===== config.mk =====
export PLATFORM = sky130hd
export DESIGN_NAME = i2c_rtc_reader
export DESIGN_NICKNAME = d
export VERILOG_FILES = /design/src/rtl/i2c_rtc_reader_pkg.sv /design/src/rtl/i2c_rtc_reader_phase_gen.sv /design/src/rtl/i2c_rtc_reader.sv
export SDC_FILE = /design/constraint.sdc
export NUM_CORES = 1
export LEC_CHECK = 0
export CAP_MARGIN = 20
export CORE_AREA = 4 4 71 73
export CTS_BUF_LIST = sky130_fd_sc_hd__clkbuf_4 sky130_fd_sc_hd__clkbuf_8
export DETAILED_ROUTE_END_ITERATION = 10
export DIE_AREA = 0 0 75 77
export HOLD_SLACK_MARGIN = 0.06
export PLACE_DENSITY_LB_ADDON = 0.2
export SLEW_MARGIN = 15
export SYNTH_ARGS = -nofsm -noshare
export SYNTH_HDL_FRONTEND = slang
export SYNTH_SLANG_ARGS = --single-unit

===== constraint.sdc =====
create_clock -name clk -period 3.8 [get_ports clk]
set_input_delay 0.76 -clock clk [delete_from_list [all_inputs] [get_ports clk]]
set_output_delay 0.76 -clock clk [all_outputs]
set_load 0.01 [all_outputs]

===== src/rtl/i2c_rtc_reader_pkg.sv =====
// i2c_rtc_reader_pkg: FSM encoding, RTC constants and the per-state bus drive decode
package i2c_rtc_reader_pkg;
    typedef enum logic [3:0] {
        IDLE, START, TX_BYTE, RX_ACK, RESTART, RX_BYTE, TX_NACK, STOP, FINISH
    } state_t;

    localparam logic [6:0] RTC_ADDR    = 7'h68;
    localparam logic [7:0] REG_SECONDS = 8'h00;
    localparam logic [7:0] REG_MINUTES = 8'h01;
    localparam logic [7:0] REG_HOURS   = 8'h02;

    // Returns {scl, sda_oe}; START/RESTART pull SDA low in phases 2-3 with SCL high,
    // STOP releases SDA in phase 2 with SCL high.
    function automatic logic [1:0] bus_drive(state_t s, logic [1:0] ph, logic tx_bit);
        return s == START   ? {1'b1, ph[1]} :
               s == RESTART ? {ph != 2'd0, ph[1]} :
               s == STOP    ? {ph != 2'd0, ~ph[1]} :
               s == TX_BYTE ? {ph[1], ~tx_bit} :
               s inside {RX_ACK, RX_BYTE, TX_NACK} ? {ph[1], 1'b0} : 2'b10;
    endfunction
endpackage


===== src/rtl/i2c_rtc_reader_phase_gen.sv =====
// i2c_phase_gen: divides clk into SCL quarter-phase ticks and a 2-bit phase index
module i2c_phase_gen #(
    parameter int CLK_DIV = 250
) (
    input  logic       clk,
    input  logic       rst,
    input  logic       hold,
    output logic       tick,
    output logic [1:0] phase
);
    logic [9:0] cnt;

    assign tick = cnt == 10'(CLK_DIV - 1);

    always_ff @(posedge clk or posedge rst) begin
        if (rst) begin
            cnt   <= '0;
            phase <= '0;
        end else if (hold) begin
            cnt   <= '0;
            phase <= '0;
        end else begin
            cnt   <= tick ? '0 : cnt + 10'd1;
            phase <= phase + 2'(tick);
        end
    end
endmodule


===== src/rtl/i2c_rtc_reader.sv =====
// i2c_rtc_reader: I2C master that reads one RTC register with a write-pointer / repeated-start read
module i2c_rtc_reader
    import i2c_rtc_reader_pkg::*;
#(
    parameter int         CLK_DIV  = 250,
    parameter logic [6:0] DEV_ADDR = RTC_ADDR
) (
    input  logic       clk,
    input  logic       rst,
    input  logic       start,
    input  logic [7:0] reg_addr,
    output logic       busy,
    output logic       done,
    output logic       ack_error,
    output logic [7:0] i2c_data_out,
    output logic       scl,
    output logic       sda_oe,
    input  logic       sda_in
);
    state_t     state;
    logic       tick, bit_end, sample, ack_bit;
    logic [1:0] phase, byte_idx, drive;
    logic [2:0] bit_cnt;
    logic [7:0] tx_sh, rx_sh, addr_q;

    i2c_phase_gen #(.CLK_DIV(CLK_DIV)) u_phase (
        .clk   (clk),
        .rst   (rst),
        .hold  (state == IDLE),
        .tick  (tick),
        .phase (phase)
    );

    assign bit_end = tick && phase == 2'd3;
    assign sample  = tick && phase == 2'd2;
    assign drive   = bus_drive(state, phase, tx_sh[7]);

    always_ff @(posedge clk or posedge rst) begin
        if (rst) begin
            state        <= IDLE;
            scl          <= 1'b1;
            sda_oe       <= 1'b0;
            busy         <= 1'b0;
            done         <= 1'b0;
            ack_error    <= 1'b0;
            ack_bit      <= 1'b0;
            i2c_data_out <= '0;
            byte_idx     <= '0;
            bit_cnt      <= '0;
            tx_sh        <= '0;
            rx_sh        <= '0;
            addr_q       <= '0;
        end else begin
            {scl, sda_oe} <= drive;
            done          <= 1'b0;
            case (state)
                IDLE: if (start) begin
                    state     <= START;
                    busy      <= 1'b1;
                    ack_error <= 1'b0;
                    addr_q    <= reg_addr;
                    byte_idx  <= '0;
                    bit_cnt   <= '0;
                end
                START: if (bit_end) begin
                    tx_sh <= {DEV_ADDR, 1'b0};
                    state <= TX_BYTE;
                end
                TX_BYTE: if (bit_end) begin
                    tx_sh   <= tx_sh << 1;
                    bit_cnt <= bit_cnt + 3'd1;
                    if (bit_cnt == 3'd7) state <= RX_ACK;
                end
                RX_ACK: begin
                    if (sample) ack_bit <= sda_in;
                    // A missing ACK skips every remaining byte and goes straight to STOP.
                    if (bit_end) begin
                        if (ack_bit) begin
                            ack_error <= 1'b1;
                            state     <= STOP;
                        end else if (byte_idx == 2'd0) begin
                            tx_sh    <= addr_q;
                            byte_idx <= 2'd1;
                            state    <= TX_BYTE;
                        end else if (byte_idx == 2'd1) begin
                            byte_idx <= 2'd2;
                            state    <= RESTART;
                        end else begin
                            state <= RX_BYTE;
                        end
                    end
                end
                RESTART: if (bit_end) begin
                    tx_sh <= {DEV_ADDR, 1'b1};
                    state <= TX_BYTE;
                end
                RX_BYTE: begin
                    if (sample) rx_sh <= {rx_sh[6:0], sda_in};
                    if (bit_end) begin
                        bit_cnt <= bit_cnt + 3'd1;
                        if (bit_cnt == 3'd7) state <= TX_NACK;
                    end
                end
                TX_NACK: if (bit_end) state <= STOP;
                STOP: if (bit_end) begin
                    state <= FINISH;
                    busy  <= 1'b0;
                    done  <= 1'b1;
                    if (!ack_error) i2c_data_out <= rx_sh;
                end
                FINISH:  state <= IDLE;
                default: state <= IDLE;
            endcase
        end
    end
endmodule


==> results.cfg, run 1 <==
[status]
status = completed

[logic_synthesis]
syn-num-nets = 256
synthMuxAreaShare_pct = 14.0
synthDistinctLibCells = 48
synth_top_family_by_area = multiplexers
ys_warn_count = 0
async_flop_share_pct = 100
synth-xor-area-share_pct = 2.86
synth.area.top_cells = dfrtp_1, mux2_2, mux2_4, nor2_1, ha_1
yosysSeqAreaShare_pct = 53.6
synthSimpleGateAreaFrac_pct = 13.3
synth_enable_flop_cells = 0
yosysTopAreaCellShare_pct = 52.7
postSynthAreaPerCell_um2 = 11.5
ys_seq_elements = 59
synth-compound-area-share_pct = 10.8
syn-cell-area_um2 = 2760
synth_top_area_cell = dfrtp_1
ys.flop_type = dfrtp_1
synthCells = 239
synth-adder-area-share_pct = 2.27

[worst_setup_path]
path_class = flip-flop to flip-flop
cp_max_fo = 8
cp_cell_sequence = or3b_1 > or3_1 > or4_4 > mux2_4
cp-start-kind = flip-flop
cp-end-kind = flip-flop
worstPathArrival_ns = 2.59
crit_end = i2c_data_out[7]
r2r_cells = 4
r2r_start = u_phase.cnt[2]
slowest_stage = or4_4
worstPathRequired_ns = 4.02
r2r_setup_slack_ns = 1.43
startpoint = u_phase.cnt[2]
crit_path_max_incr_delay_ns = 0.63
rr_endpoint = i2c_data_out[7]

[die]
die_w_um = 75
coreArea_um2 = 4350
die_y_um = 77
io_pins = 25
fp-row-count = 24
dieArea_um2 = 5780
start_util_pct = 63.3

[power]
leakage_nw = 1.48
sw_frac_of_total_pct = 21.0
p_seq_share_pct = 49.4
power_frac_clock_pct = 48.8
p_sw_mw = 0.268
ir_drop_v = 0.000242
finalPower_mw = 1.27
comb_power_share_pct = 1.9
p_int_mw = 1.00
powerDensity_nw_per_um2 = 394

[timing]
slew_viol_final = 0
fin_skew_ns = 0.00779
fin_tns_setup_ns = 0
fin_crit_ns = 2.37
setup_violations = 0
hold-worst-slack_ns = 0.506
timing.slew.headroom_pct = 29.5
worst_slew_pin_slew_ns = 1.04
max_freq_ghz = 0.421
rsz0062_at_grt = false
final_hold_viol_count = 0
timing.final.crit_share_pct = 62.5

[placed_design]
io_buffers = 24
gp_congestion = 0.847
dp.final_hpwl_mm = 3.42
dp.cells = 304

[routing]
drtIter0Drc = 153
drt-total-wl_mm = 5.12
dr.pass1.iters = 5
avgRoutedWirePerCell_um = 16.0
vias = 1908
ant_nets = 0
avgViaCountPerCell = 5.96
drc = 0

[cells_and_area]
most-common-layout-cells = dfrtp_1, clkdlybuf4s50_1, nor2_1
diodes = 0
seq_area_um2 = 1480
fillers = 321
layout_commonest_cell = dfrtp_1
drive_gt1_share_pct = 18.7
nets = 280
areaGrowthSynthToFinish_pct = 17.3
multi_input_area_um2 = 1190
instances_no_fill = 320

[run]
max-cap-violations = 0

[global_routing]
grt_antenna_before_repair = 0
met2_usage_pct = 28.3
grt.overflow.total = 0
use_met1_pct = 29.3
use_met3_pct = 6.01
grt_pass1_wl_mm = 8.85
grt_max_degree = 60
grt_usage_pct = 20.2
grt-busiest-layer = met1
grt_pass1_vias = 1836

[clock_tree]
htree_num_levels = 3
cts_resized = 0
cts_tree = yes
cts-buffers-inserted = 9
cts_root_buf = clkbuf_8
post-cts-setup-buffer-count = 0
cts_buffer_depth = 2
clkLatencyLatePin_ns = 0.33
cts.sinks = 59
hold_buffers = 0
path_clk_slew_ns = 0.07

[hold_path]
holdCritPathClass = flip-flop to flip-flop
==> layout make-up <==
| class | instances | share of cell area [%] |
|---|---|---|
| tap | 52 | 2.01 |
| clock buffer | 9 | 3.83 |
| timing repair buffer | 25 | 7.67 |
| inverter | 9 | 1.05 |
| sequential | 59 | 45.7 |
| multi-input combinational | 159 | 36.8 |
| clock inverter | 7 | 2.87 |
==> kinds of logic after synthesis <==
logic type	Yosys count
buffers and inverters	21
multiplexers	32
adder cells (fa/ha/maj)	5
flip-flops	59
AND/OR/NAND/NOR	68
AO/OA/AOI/OAI	45
XOR/XNOR	9
==> worst max-delay path, delay by kind of cell (launching register included) <==
family           cells  cell delay [ns]
DFF                  1             0.43
muxes                1             0.34
and+or+nand+nor      3             1.49
==> through the flow <==
| stage | util [%] | setup WS (ns) | area (um^2) |
|---|---|---|---|
| finish | 74.2 | 1.43 | 3230 |
| global placement | 69.2 | 1.46 | 3010 |
| floorplan | - | 1.50 | 2760 |
| global route | 74.2 | 1.16 | 3230 |
| detailed placement | 69.2 | 1.42 | 3010 |
| CTS | 74.2 | 1.41 | 3230 |
==> cells in the mapped netlist, drive strengths merged (3+ instances only) <==
| library cell | n |
|---|---|
| dfrtp | 58 |
| xnor2 | 7 |
| mux2 | 28 |
| nor4 | 4 |
| ha | 5 |
| nand3 | 6 |
| buf | 5 |
| nor3 | 4 |
| or3 | 4 |
| o211ai | 3 |
| o21ai | 13 |
| nand2 | 11 |
| inv | 9 |
| o21a | 3 |
| o22ai | 4 |
| mux2i | 4 |
| clkbuf | 7 |
| nor2 | 23 |
| a22oi | 4 |
| a21oi | 5 |
==> how the worst min path moves through the flow <==
stage | endpoint | from | slack [ns] | cells past startpoint
final | busy | busy | 0.51 | 2
after global routing | addr_q[2] | addr_q[2] | 0.52 | 1
after CTS | busy | busy | 0.51 | 2
after detailed placement | tx_sh[0] | tx_sh[0] | 0.49 | 1
after global placement | tx_sh[0] | tx_sh[0] | 0.48 | 1
after floorplan | tx_sh[0] | tx_sh[0] | 0.47 | 1
==> flip-flops by register name (all words and copies together), names as in the netlist, 2 cells and up <==
signal,cells
u_phase.cnt,10
addr_q,8
i2c_data_out,8
rx_sh,8
tx_sh,8
state,4
bit_cnt,3
byte_idx,2
u_phase.phase,2
==> metal layers <==
metal | vias up | wire (um)
li1 | 913 | -
met1 | 924 | 2460
met2 | 60 | 2320
met3 | 11 | 257
met4 | 0 | 72
met5 | - | 0
==> power groups by stage <==
stage	registers (mW)	clock network [mW]	logic, mW
finish	0.628	0.621	0.0239
global route	0.627	0.673	0.0273
CTS	0.628	0.632	0.0250
detailed placement	0.640	0	0.0247
global placement	0.640	0	0.0249
floorplan	0.640	0	0.00930
(Power assumes the default switching activity.)
==> run 2: changes to the inputs <==
--- a/config.mk
+++ b/config.mk
@@ -6,10 +6,10 @@
 export NUM_CORES = 1
 export LEC_CHECK = 0
 export CAP_MARGIN = 20
-export CORE_AREA = 4 4 71 73
+export CORE_AREA = 4 4 74 76
 export CTS_BUF_LIST = sky130_fd_sc_hd__clkbuf_4 sky130_fd_sc_hd__clkbuf_8
 export DETAILED_ROUTE_END_ITERATION = 10
-export DIE_AREA = 0 0 75 77
+export DIE_AREA = 0 0 78 80
 export HOLD_SLACK_MARGIN = 0.06
 export PLACE_DENSITY_LB_ADDON = 0.2
 export SLEW_MARGIN = 15
==> constraint.sdc (replaced) <==
create_clock -name clk -period 2.2 [get_ports clk]
set_input_delay 0.44 -clock clk [delete_from_list [all_inputs] [get_ports clk]]
set_output_delay 0.44 -clock clk [all_outputs]
set_load 0.01 [all_outputs]
==> results.cfg, run 2 (synthesis results as in run 1) <==
[status]
status = finished, violations left
violations = negative setup slack

[routing]
avgViaCountPerCell = 5.58
ant_nets = 0
avgRoutedWirePerCell_um = 15.9
drtIter0Drc = 151
drt-total-wl_mm = 5.65
drc = 0
dr.pass1.iters = 4
vias = 1988

[timing]
final_hold_viol_count = 0
timing.final.crit_share_pct = 101
slew_viol_final = 0
fin_crit_ns = 2.23
timing.slew.headroom_pct = 63.8
fin_skew_ns = 0.00683
rsz0062_at_grt = true
worst_slew_pin_slew_ns = 0.535
hold-worst-slack_ns = 0.286
setup_violations = 8
fin_ws_ns = -0.0272
fin_tns_setup_ns = -0.148
max_freq_ghz = 0.449

[worst_setup_path]
worstPathArrival_ns = 2.45
path_class = flip-flop to flip-flop
worstPathRequired_ns = 2.42
cp_max_fo = 8
cp-start-kind = flip-flop
cp-end-kind = flip-flop

[power]
power_frac_clock_pct = 50.1
p_sw_mw = 0.449
ir_drop_v = 0.000497
p_seq_share_pct = 47.9
leakage_nw = 1.60
comb_power_share_pct = 2.1
sw_frac_of_total_pct = 19.8
powerDensity_nw_per_um2 = 658
finalPower_mw = 2.27
p_int_mw = 1.82

[hold_path]
holdCritPathClass = primary input to asynchronous set/reset pin

[global_routing]
grt_usage_pct = 20.8
grt_pass1_vias = 2063
grt_antenna_before_repair = 0
grt.overflow.total = 0
grt_max_degree = 37
grt_pass1_wl_mm = 9.96

[clock_tree]
cts-buffers-inserted = 9
cts_tree = yes
htree_num_levels = 3
clkLatencyLatePin_ns = 0.34
cts.sinks = 59
cts_root_buf = clkbuf_8
cts_buffer_depth = 2
path_clk_slew_ns = 0.07

[placed_design]
dp_slack_ns = 0.0463
io_buffers = 24
dp.final_hpwl_mm = 3.73
gp_congestion = 0.810
dp.cells = 339
place_area_um2 = 3200

[cells_and_area]
layout_commonest_cell = dfrtp_1
diodes = 0
nets = 301
fillers = 335
instances_no_fill = 356
fin_util_pct = 73.0
stdcell_area_um2 = 3450
most-common-layout-cells = dfrtp_1, clkdlybuf4s50_1, nor2_1
largest-register = u_phase.cnt
areaGrowthSynthToFinish_pct = 25.1
largest_reg_flops = 10
drive_gt1_share_pct = 24.9

[die]
start_util_pct = 58.3
fp-row-count = 25
die_w_um = 78
coreArea_um2 = 4720
io_pins = 25
die_y_um = 80
dieArea_um2 = 6240

[run]
max-cap-violations = 0
## run 2: layout make-up
cell class / instances / area [um^2] / share of cell area [%]
Inverter: 9 / 33.8 / 0.980
Clock buffer: 12 / 159 / 4.61
Sequential cell: 59 / 1480 / 42.9
Clock inverter: 4 / 72.6 / 2.11
Tap cell: 67 / 83.8 / 2.43
Multi-Input combinational cell: 159 / 1200 / 34.8
Timing Repair Buffer: 46 / 422 / 12.2
## run 2: worst paths after layout
| kind | start | end | slack (ns) | cells past startpoint |
|---|---|---|---|---|
| worst max-delay path | u_phase.cnt[2] | i2c_data_out[5] | -0.03 | 4 |
| min in group clk | rx_sh[7] | i2c_data_out[7] | 0.51 | 1 |
| worst max register to register | u_phase.cnt[2] | i2c_data_out[5] | -0.03 | 4 |
| max in group asynchronous | rst | scl | 1.39 | 3 |
| worst min register to register | rx_sh[7] | i2c_data_out[7] | 0.51 | 1 |
| worst min-delay path | rst | rx_sh[4] | 0.29 | 2 |
## run 2: worst max-delay path, cell delays in order, from the launching register on
cell	delay (ns)
dfrtp_1	0.37
or3b_1	0.41
or3_4	0.40
or4_4	0.59
mux2_4	0.34
## run 2: power groups by stage
| stage | clock network, mW | logic [mW] | registers, mW |
|---|---|---|---|
| 2_1_floorplan | 0 | 0.0161 | 1.11 |
| 3_3_place_gp | 0 | 0.0476 | 1.10 |
| 3_5_place_dp | 0 | 0.0484 | 1.10 |
| 4_1_cts | 1.15 | 0.0487 | 1.08 |
| 5_1_grt | 1.22 | 0.0530 | 1.08 |
| 6_report | 1.14 | 0.0465 | 1.08 |
## run 2: timing repair
item	CTS	global route
endpoints found under the setup margin	0	18
buffers inserted	0	1
gates resized for setup	0	5
hold buffers	0	0
## run 2: metal layers
layer | up-vias | share of wire [%] | track usage [%] | wire (um)
met5 | - | 0 | 0 | 0
met1 | 966 | 44 | 27.2 | 2480
met3 | 7 | 6.5 | 7.11 | 366
li1 | 954 | - | - | -
met4 | 0 | 1.2 | 8.57 | 70
met2 | 61 | 48 | 31.6 | 2740
